==> src/rtl/matmul_tile_accumulator.sv <==
// matmul_tile_accumulator
// Sequences a stream of A/B operand tiles into an external combinational
// M x N x K multiply-accumulate array. The accumulator feeds the array's C
// input, and the array's D output is captured back into it. After the
// programmed number of K-tiles, the final M x N sum is offered on a
// valid/ready result port.
module matmul_tile_accumulator #(
    parameter int M  = 2,
    parameter int N  = 2,
    parameter int K  = 2,
    parameter int P  = 8,
    parameter int TW = 8
) (
    input  logic                              clk,
    input  logic                              rst,
    input  logic                              start,
    input  logic [TW-1:0]                     num_tiles,
    input  logic                              in_valid,
    output logic                              in_ready,
    input  logic [M-1:0][K-1:0][P-1:0]        a_in,
    input  logic [K-1:0][N-1:0][P-1:0]        b_in,
    output logic [M-1:0][K-1:0][P-1:0]        a_out,
    output logic [K-1:0][N-1:0][P-1:0]        b_out,
    output logic [M-1:0][N-1:0][4*P-1:0]      c_out,
    input  logic [M-1:0][N-1:0][4*P-1:0]      d_in,
    output logic                              res_valid,
    input  logic                              res_ready,
    output logic [M-1:0][N-1:0][4*P-1:0]      res_data,
    output logic                              busy
);

    typedef enum logic [1:0] {
        IDLE  = 2'd0,
        RUN   = 2'd1,
        DRAIN = 2'd2,
        DONE  = 2'd3
    } state_t;

    state_t                         state_r;
    logic [TW-1:0]                  tgt_r;
    logic [TW-1:0]                  cnt_r;
    logic                           pending_r;
    logic [M-1:0][N-1:0][4*P-1:0]   acc_r;

    // The array always sees the live accumulator; the result port is the same
    // register, so it is stable for as long as the FSM sits in DONE.
    assign c_out    = acc_r;
    assign res_data = acc_r;

    // Job sequencing FSM: operand registers, tile counting, accumulator
    // capture and all handshake outputs are updated here.
    always_ff @(posedge clk) begin
        if (rst) begin
            state_r   <= IDLE;
            tgt_r     <= {TW{1'b0}};
            cnt_r     <= {TW{1'b0}};
            pending_r <= 1'b0;
            acc_r     <= '0;
            a_out     <= '0;
            b_out     <= '0;
            in_ready  <= 1'b0;
            res_valid <= 1'b0;
            busy      <= 1'b0;
        end else begin
            case (state_r)
                IDLE: begin
                    if (start) begin
                        tgt_r     <= num_tiles;
                        cnt_r     <= {TW{1'b0}};
                        acc_r     <= '0;
                        pending_r <= 1'b0;
                        busy      <= 1'b1;
                        if (num_tiles == {TW{1'b0}}) begin
                            // Empty job: the all-zero accumulator is the answer.
                            state_r   <= DONE;
                            res_valid <= 1'b1;
                            in_ready  <= 1'b0;
                        end else begin
                            state_r   <= RUN;
                            res_valid <= 1'b0;
                            in_ready  <= 1'b1;
                        end
                    end else begin
                        state_r <= IDLE;
                    end
                end
                RUN: begin
                    // d_in reflects the operands registered one edge ago.
                    if (pending_r) begin
                        acc_r <= d_in;
                    end else begin
                        acc_r <= acc_r;
                    end
                    if (in_valid && in_ready) begin
                        a_out     <= a_in;
                        b_out     <= b_in;
                        cnt_r     <= cnt_r + TW'(1'b1);
                        pending_r <= 1'b1;
                        if (cnt_r + TW'(1'b1) == tgt_r) begin
                            state_r  <= DRAIN;
                            in_ready <= 1'b0;
                        end else begin
                            state_r  <= RUN;
                            in_ready <= 1'b1;
                        end
                    end else begin
                        pending_r <= 1'b0;
                    end
                end
                DRAIN: begin
                    // Fold in the last tile, then present the result.
                    acc_r     <= d_in;
                    pending_r <= 1'b0;
                    in_ready  <= 1'b0;
                    res_valid <= 1'b1;
                    state_r   <= DONE;
                end
                DONE: begin
                    if (res_ready) begin
                        state_r   <= IDLE;
                        res_valid <= 1'b0;
                        busy      <= 1'b0;
                    end else begin
                        state_r <= DONE;
                    end
                end
                default: begin
                    state_r   <= IDLE;
                    pending_r <= 1'b0;
                    in_ready  <= 1'b0;
                    res_valid <= 1'b0;
                    busy      <= 1'b0;
                end
            endcase
        end
    end

endmodule
==> config.mk <==
export PLATFORM = sky130hd
export DESIGN_NAME = matmul_tile_accumulator
export DESIGN_NICKNAME = d
export VERILOG_FILES = /design/src/rtl/matmul_tile_accumulator.sv
export SDC_FILE = /design/constraint.sdc
export NUM_CORES = 1
export LEC_CHECK = 0
export ABC_AREA = 1
export BUFFER_PORTS_ARGS = -buffer_cell sky130_fd_sc_hd__buf_4
export CORE_AREA = 2 2 203 205
export DETAILED_ROUTE_END_ITERATION = 12
export DIE_AREA = 0 0 205 207
export GPL_TIMING_DRIVEN = 0
export PLACE_DENSITY = 0.47
export SYNTH_ARGS = -nofsm -noshare
export SYNTH_HDL_FRONTEND = slang
export SYNTH_SLANG_ARGS = --single-unit
export TNS_END_PERCENT = 30
==> constraint.sdc <==
create_clock -name clk -period 3.2 [get_ports clk]
set_input_delay 0.16 -clock clk [delete_from_list [all_inputs] [get_ports clk]]
set_output_delay 0.16 -clock clk [all_outputs]
set_load 0.01 [all_outputs]
## Word-level counts from Yosys, hierarchy flattened

Cells that the tools add are included.

| operators by class | value |
|---|---|
| add/sub/neg operators | 1 |
| eq/ne operators | 8 |
| multiplexer cells | 26 |
| reduce and logical (&&, ||, !) cells | 15 |

Operator list:

| operator | count |
|---|---|
| case mux 128 bit (3 select lines) | 1 |
| 2-to-1 mux 128 bit | 2 |
| 2-to-1 mux 8 bit | 2 |
| case mux 8 bit (2 select lines) | 1 |
| AND reduction 3 bit | 5 |
| 2-to-1 mux 1 bit | 10 |
| 2-to-1 mux 2 bit | 5 |
| case mux 1 bit (3 select lines) | 3 |
| adder 8 x 1 -> 8 bit (second input constant) | 1 |
| == test 8 bit | 1 |
| zero test 8 bit | 1 |
| inequality test 2 bit (second input constant) | 4 |
| case mux 2 bit (4 select lines) | 1 |
| AND reduction 2 bit | 3 |
| nonzero test 3 bit | 2 |
| == test 2 bit (second input constant) | 2 |
| nonzero test 2 bit | 2 |
| == test 2 x 1 -> 1 bit (second input constant) | 1 |
| zero test 2 bit | 1 |
| case mux 1 bit (2 select lines) | 1 |
| logical AND 1 bit | 1 |

| storage, ports and cells | value |
|---|---|
| flip-flop bits (word level) | 214 |
| output and inout bits | 323 |
| logic and storage cells | 69 |

## Longest topological paths before layout

Gate-level depths: netlist of the first run.

| logic depth | value |
|---|---|
| word-level depth | 5 |
| depth in mapped cells | 13 |

## Least setup slack after synthesis of the first run

OpenSTA, ideal clock, no wires.

| path | value |
|---|---|
| path kind | register -> register |
| start | register cnt_r[0] |
| end | register in_ready |
| setup time | 0.131 ns |
| arrival | 1.508 ns |
| data required time | 3.069 ns |
| slack | 1.561 ns |
| cell stages (with the launch flop) | 13 |
| cells stage by stage | dfxtp_1 -> ha_1 -> nand2_2 -> nor2_2 -> nand3_1 -> nand3_1 -> nand2_1 -> nor2_2 -> nand3_1 -> nand2_1 -> nand2_1 -> nand2_1 -> a21oi_2 |

| between the ends | value |
|---|---|
| longest elaborated chain between the ends | 5 |

RTL lines:

| item | RTL line | source |
|---|---|---|
| start: declaration | 41 | `logic [TW-1:0] cnt_r;` |
| start signal: assignment | 56 | `cnt_r <= {TW{1'b0}};` |
| start signal: assignment | 69 | `cnt_r <= {TW{1'b0}};` |
| start signal: assignment | 97 | `cnt_r <= cnt_r + TW'(1'b1);` |
| adder 8 x 1 -> 8 bit | 99 | `if (cnt_r + TW'(1'b1) == tgt_r) begin` |
| == test 8 bit | 99 |  |
| 2-to-1 mux 1 bit | 99 |  |
| 2-to-1 mux 1 bit | 94 | `if (in_valid && in_ready) begin` |
| case mux 1 bit (3 select lines) | 65 | `case (state_r)` |
| end signal: assignment | 61 | `in_ready <= 1'b0;` |
| end signal: assignment | 101 | `in_ready <= 1'b0;` |
| end signal: assignment | 104 | `in_ready <= 1'b1;` |
| end: declaration | 19 | `output logic in_ready,` |

No other way between the ends. The select of a mux whose other input is x is not followed.
A chain may end at the register's enable or synchronous reset.

## Final worst setup path of the first run

| path | value |
|---|---|
| start | register state_r[1] |
| end | register acc_r (netlist bit c_out[22]) |

| between the ends | value |
|---|---|
| longest elaborated chain between the ends | 3 |
| elaborated cells on any way between the ends | 8 |

RTL lines:

| item | RTL line | source |
|---|---|---|
| start: declaration | 39 | `state_t state_r;` |
| start signal: assignment | 54 | `state_r <= IDLE;` |
| start signal: assignment | 75 | `state_r <= DONE;` |
| start signal: assignment | 79 | `state_r <= RUN;` |
| == test 2 x 1 -> 1 bit (tied with other cells) | 65 |  |
| inequality test 2 bit (no line) / nonzero test 3 bit (equally long branches) | n/a |  |
| AND reduction 3 bit (no line) | n/a |  |
| end signal: assignment | 90 | `acc_r <= d_in;` |
| end signal: assignment | 92 | `acc_r <= acc_r;` |
| end signal: assignment | 112 | `acc_r <= d_in;` |
| end: declaration | 43 | `logic [M-1:0][N-1:0][4*P-1:0] acc_r;` |

Several ways; a longest one is shown, not always the timed one.

==> flow_summary.ini, run 1 <==
[hold_path]
hold_path_class = in2reg
hold_start = start

[setup_path]
r2r_slack_ns = 0.76
end_kind = flop
critPathMaxStageDelay_ns = 0.64
path_depth = 6
crit_end = c_out[22]
crit_buf_inv = 3
cp-startpoint = state_r[1]
r2r_end = c_out[22]
cp_top_family = buffers and inverters
critPathMaxFanout = 10
arrival_ns = 2.90
path_class = reg2reg
critPathRequiredTime_ns = 3.66
critPathLaunchType = flop
reg2reg_depth = 6
crit_chain = inv_1, ha_1, clkbuf_1, buf_1, nand3b_1, a21oi_1
cpMaxStageDelayCell = clkbuf_1
regToRegStartpoint = state_r[1]

[routing]
ant_nets = 0
wl_per_cell_um = 16.4
drt-initial-drc-count = 377
finalWirelength_um = 40700
post_drt_via_cell_ratio = 4.23
vias = 10500
firstDrtPassIters = 4
drc = 0

[yosys]
synth_top_family_by_area = simple AND/OR/NAND/NOR gates
synth_mux_area_share_pct = 0
synth_cell_types = 29
synth_xor_area_share_pct = 0.187
ys_warn_count = 0
netlist_area_um2 = 9370
yosys.area_share.simple_pct = 25.9
syn_nets = 1393
avgSynthCellArea_um2 = 7.92
ys_seq_area_share_pct = 45.7
synth-adder-area-share_pct = 0.668
synth_compound_area_share_pct = 12.5
synthCells = 1183
ys_seq_elements = 214

[sta]
min_period_over_period_pct = 76.3
setup_slack_ns = 0.759
finalHoldViolCount = 0
rsz0062_at_grt = no
holdWs_ns = 0.0744
slew_viol_final = 0
worst_slew_pin_slew_ns = 0.809
finalSetupTns_ns = 0
max_slew_margin_pct = 46.1
fmax_mhz = 410
finalCriticalPeriod_ns = 2.44
worst_clock_skew_ns = 0.00835
setup_viol = 0

[finish]
antenna_cells = 0
stdcell_count = 2490
syn_to_final_growth_pct = 79.9
final_layout_size_suffix_gt1_share_pct = 37.4
final_util_pct = 41.8
design_area_um2 = 16900
final_nets = 2149

[place]
dp.final_hpwl_um = 31200
pre_cts_ws_ns = 0.598
gp_congestion = 0.824
placed_cell_area_um2 = 14000
numPortBuffers = 526
placed_cells = 2241

[clock_network]
cts_buffers = 27
root_buffer = clkbuf_16
cts_tree = built
cts_resized = 0
clk_pin_slew_ns = 0.06
cts.sink_count = 214
htreeDepth = 1
insertion_delay_ns = 0.54
cts_max_path_buffers = 3

[pwr]
ir_worst_vdd_mv = 0.379
p_seq_share_pct = 30.2
switching_share_pct = 37.7
internal_power_mw = 7.61
power_density_nw_per_um2 = 726
p_total_mw = 12.2
p_comb_share_pct = 45.7
switching_power_mw = 4.62
clkPwrFrac_pct = 24.1
power_leakage_nw = 7.81

[floorplanning]
die_x_um = 205
fp-row-count = 74
start_util_pct = 23.2
die_h_um = 207
io_pins = 528
core-area_um2 = 40400
die_area_um2 = 42400

[flow_run]
cap_violations = 0

[global_routing]
grt-ovfl-total = 0
grt_usage_pct = 18.4
grt_pass1_vias = 10500
grt_first_pass_wirelength_um = 61300
grt_max_degree = 13
grt_antenna_before_repair = 1

[status]
status = finished clean
-- flip-flops by register name, summed over array words and instances (netlist names) --
register,flops
a_out,32
tgt_r,8
c_out,128
in_ready,1
pending_r,1
res_valid,1
state_r,2
cnt_r,8
busy,1
b_out,32
-- what timing repair did --
item                                   in CTS  in global routing
buffers inserted                            0                  0
endpoints found under the hold margin     201                  0
hold buffers                              201                  0
-- worst min path at each step --
stage / to / cells past startpoint
floorplan: a_out[6] / 2
global placement: a_out[8] / 3
detailed placement: b_out[20] / 3
CTS: pending_r / 4
global route: pending_r / 4
finish: pending_r / 4
-- power groups by stage --
stage	registers [mW]	logic, mW	clock network (mW)
after floorplan	3.76	2.84	0
after global placement	3.73	5.46	0
after detailed placement	3.74	5.45	0
after CTS	3.69	5.68	3.06
after global routing	3.75	6.13	3.16
final	3.69	5.59	2.95
-- cell usage after synthesis, drive strengths merged --
master / number / area share (%)
dfxtp: 214 / 46
nand2: 182 / 7.5
buf: 157 / 12
a21oi: 152 / 8.2
nor2: 150 / 6.3
nand3b: 128 / 10
o21ai: 77 / 4.2
clkbuf: 52 / 2.1
inv: 32 / 1.3
nand3: 24 / 1.3
ha: 5 / 0.67
nand4: 3 / 0.20
nor3: 2 / 0.11
a211oi: 1 / 0.080
and2: 1 / 0.093
nor4: 1 / 0.067
xnor2: 1 / 0.093
xor2: 1 / 0.093
-- area by class of cell --
class | instances | area (um^2)
clock buffer | 42 | 822
sequential | 214 | 4280
clock inverter | 6 | 38.8
buffer | 209 | 1290
timing repair buffer | 727 | 5960
tap | 532 | 666
fill | 4125 | 23500
multi-input combinational | 728 | 3670
inverter | 32 | 120
-- worst register-to-register path, delay by kind of cell (launching register included) --
kind | cells | cell delay [ns]
buf+inv | 3 | 1.24
flops | 1 | 0.42
fa+ha+maj | 1 | 0.41
simple gates | 1 | 0.15
compound gates | 1 | 0.14
-- cell usage in the layout (no fill, tap or decap), types with 3 or more instances in the layout --
| master | netlist | final |
|---|---|---|
| nor2_2 | 5 | 5 |
| buf_4 | 128 | 654 |
| clkbuf_8 | 0 | 9 |
| o21ai_0 | 76 | 76 |
| nand4_1 | 3 | 3 |
| clkbuf_16 | 0 | 27 |
| nand3b_1 | 128 | 128 |
| clkbuf_1 | 52 | 58 |
| nor2_1 | 144 | 144 |
| nand2_1 | 177 | 177 |
| a21oi_1 | 149 | 149 |
| dlygate4sd3_1 | 0 | 201 |
| buf_2 | 17 | 17 |
| nand2_2 | 4 | 4 |
| nand3_1 | 23 | 23 |
| dfxtp_1 | 214 | 214 |
| ha_1 | 5 | 5 |
| buf_1 | 11 | 11 |
| clkinv_2 | 0 | 3 |
| a21oi_2 | 3 | 3 |
| inv_1 | 30 | 30 |
-- cell families (layout without fill, tap and decap cells) --
kind of cell | Yosys count | in the layout
XOR/XNOR | 2 | 2
flip-flops | 214 | 214
AND/OR/NAND/NOR | 491 | 491
AO/OA/AOI/OAI | 230 | 230
adder cells (fa/ha/maj) | 5 | 5
buffers and inverters | 241 | 1016
-- layer usage --
metal,share of wire (%),wire (um),vias up,track usage (%)
li1,-,-,5280,-
met1,42,17100,4844,22.5
met2,49,20100,364,32.9
met3,6.6,2680,44,3.84
met4,2.1,869,2,4.22
met5,0.032,13,-,0
Power figures use the tool's default switching activity.
==> run 2: changes to the inputs <==
--- a/config.mk
+++ b/config.mk
@@ -5,13 +5,13 @@
 export SDC_FILE = /design/constraint.sdc
 export NUM_CORES = 1
 export LEC_CHECK = 0
-export ABC_AREA = 1
+export ABC_AREA = 0
 export BUFFER_PORTS_ARGS = -buffer_cell sky130_fd_sc_hd__buf_4
-export CORE_AREA = 2 2 203 205
+export CORE_AREA = 2 2 207 209
 export DETAILED_ROUTE_END_ITERATION = 12
-export DIE_AREA = 0 0 205 207
+export DIE_AREA = 0 0 209 211
 export GPL_TIMING_DRIVEN = 0
-export PLACE_DENSITY = 0.47
+export PLACE_DENSITY = 0.44
 export SYNTH_ARGS = -nofsm -noshare
 export SYNTH_HDL_FRONTEND = slang
 export SYNTH_SLANG_ARGS = --single-unit
==> constraint.sdc (replaced) <==
create_clock -name clk -period 2.3 [get_ports clk]
set_input_delay 0.115 -clock clk [delete_from_list [all_inputs] [get_ports clk]]
set_output_delay 0.115 -clock clk [all_outputs]
set_load 0.01 [all_outputs]
==> run 2 against run 1 <==
  * Hold slack improved by 0.067 ns
  * Worst setup slack got worse by 0.58 ns
  * Die area increased by 3.9%
  * Sequential cell count unchanged
  * Non-clock buffer count rose by 2
  * Synthesized area is 4.2% lower
  * Sequential power grew 33%
  * Synthesized cell count down 3.7%
  * Utilization is 2.0 points lower
  * Sequential share of layout area is 0.43 points higher
  * Critical endpoint is now c_out[80]
==> flow_summary.ini, run 2 <==
[global_routing]
grt-ovfl-total = 0
grt_usage_pct = 18.5
grt_max_degree = 13
grt_pass1_vias = 10300
grt_first_pass_wirelength_um = 63400
grt_antenna_before_repair = 0

[finish]
antenna_cells = 0
largest_reg_flops = 128
final_layout_size_suffix_gt1_share_pct = 38.8
final_nets = 2106
fill_cells = 4346
syn_to_final_growth_pct = 84.7
final_cell_mix = 658 x buf_4, 281 x nand2_1, 213 x dfxtp_1, 209 x a21oi_1, 202 x dlygate4sd3_1
stdcell_count = 2452
regArea_um2 = 4290
mostFrequentLayoutCell = buf_4
multi_input_area_um2 = 3380

[clock_network]
insertion_delay_ns = 0.55
root_buffer = clkbuf_16
cts_tree = built
cts.sink_count = 214
htreeDepth = 1
cts_buffers = 27
cts_max_path_buffers = 3
clk_pin_slew_ns = 0.06

[yosys]
async_flop_share_pct = 0
synth_most_common_cell = nand2_1
syn_nets = 1349
ys_seq_elements = 214
avgSynthCellArea_um2 = 7.88
netlist_area_um2 = 8980
synth_cell_types = 40
synth_top_area_share_pct = 47.7
ys_seq_area_share_pct = 47.7
synth_area_leaders = dfxtp_1 48%, nand2_1 12%, a21oi_1 12%
synthCells = 1139
synth_area_leader_cell = dfxtp_1
synth_edf_count = 0
ys_warn_count = 0
ys.flop_type = dfxtp_1
ys_top_cells_by_count = 281 x nand2_1, 214 x dfxtp_1, 209 x a21oi_1

[floorplanning]
die_x_um = 209
die_h_um = 211
die_area_um2 = 44100
fp-row-count = 75
io_pins = 528
core-area_um2 = 41800
start_util_pct = 21.5

[place]
pre_cts_ws_ns = -0.357
placed_cells = 2204
gp_congestion = 0.842
numPortBuffers = 526
dp.final_hpwl_um = 33300

[setup_path]
path_class = reg2reg
critPathMaxFanout = 10
critPathRequiredTime_ns = 2.77
end_kind = flop
arrival_ns = 2.59
critPathLaunchType = flop

[pwr]
power_density_nw_per_um2 = 1000
p_total_mw = 16.7
power_leakage_nw = 7.41
ir_worst_vdd_mv = 0.469

[hold_path]
hold_path_class = in2reg

[status]
status = finished clean

[sta]
slew_viol_final = 0
worst_clock_skew_ns = 0.0159
min_period_over_period_pct = 92.1
fmax_mhz = 472
setup_viol = 0
rsz0062_at_grt = yes
finalCriticalPeriod_ns = 2.12
max_slew_margin_pct = 29.6
holdWs_ns = 0.141
setup_slack_ns = 0.182
worst_slew_pin_slew_ns = 1.06
finalHoldViolCount = 0

[routing]
wl_per_cell_um = 17.5
drt-initial-drc-count = 518
ant_nets = 0
drc = 0
finalWirelength_um = 42900
firstDrtPassIters = 5
post_drt_via_cell_ratio = 4.25
vias = 10400

[flow_run]
cap_violations = 0
run 2: critical path, stage by stage (launching register included):
cell	delay (ns)
dfxtp_1	0.37
inv_1	0.11
ha_1	0.28
nor2b_4	0.18
nor2_2	0.16
o21a_1	0.19
buf_6	0.20
buf_2	0.26
nand3_1	0.11
a21oi_1	0.18
run 2: layout make-up:
cell class	count	area share [%]
plain buffers	210	8.11
clock buffers	42	4.90
clock inverters	4	0.573
inverters	4	0.0906
multi-input cells	711	20.4
flip-flops and latches	214	25.8
well taps	539	4.07
repair buffers	728	36.0
run 2: repair_timing:
item,in CTS,in global routing
setup buffers,0,0
hold buffers,202,0
hold endpoints to repair,202,0
setup endpoints to repair,160,165
resized for setup,12,21
pin swaps,0,0
run 2: worst paths after layout:
check,from,endpoint,slack (ns),cells after the start
hold / removal,in_valid,state_r[1],0.14,4
hold reg to reg,a_out[15],a_out[15],0.45,2
setup / recovery,state_r[1],c_out[80],0.18,9
setup reg to reg,state_r[1],c_out[80],0.18,9
run 2: kinds of logic after synthesis:
logic type      synth area share, %
buf+inv                        14.7
xor+xnor                       1.17
compound gates                 13.9
simple gates                   21.9
flops                          47.7
fa+ha+maj                     0.697
run 2: stage by stage:
step	utilization, %	instance area [um^2]	TNS (ns)
2_1_floorplan	-	8980	0
3_3_place_gp	32.6	13600	-18.49
3_5_place_dp	32.6	13600	-19.48
4_1_cts	39.6	16600	0
5_1_grt	39.7	16600	-0.158
6_report	39.7	16600	0
run 2: layer usage:
metal  wire length (um)  vias up  track usage [%]
met2              21300      351             33.0
met5                  0        -                0
met3               2480       56             4.09
met4               1250        0             5.20
li1                   -     5193                -
met1              17800     4809             22.5
run 2: report_power, final:
part / internal [mW] / leakage, nW / switching, mW / total, mW
clock network: 2.73 / 0.445 / 1.66 / 4.39
registers: 4.33 / 1.73 / 0.591 / 4.92
logic: 3.29 / 5.23 / 4.06 / 7.35
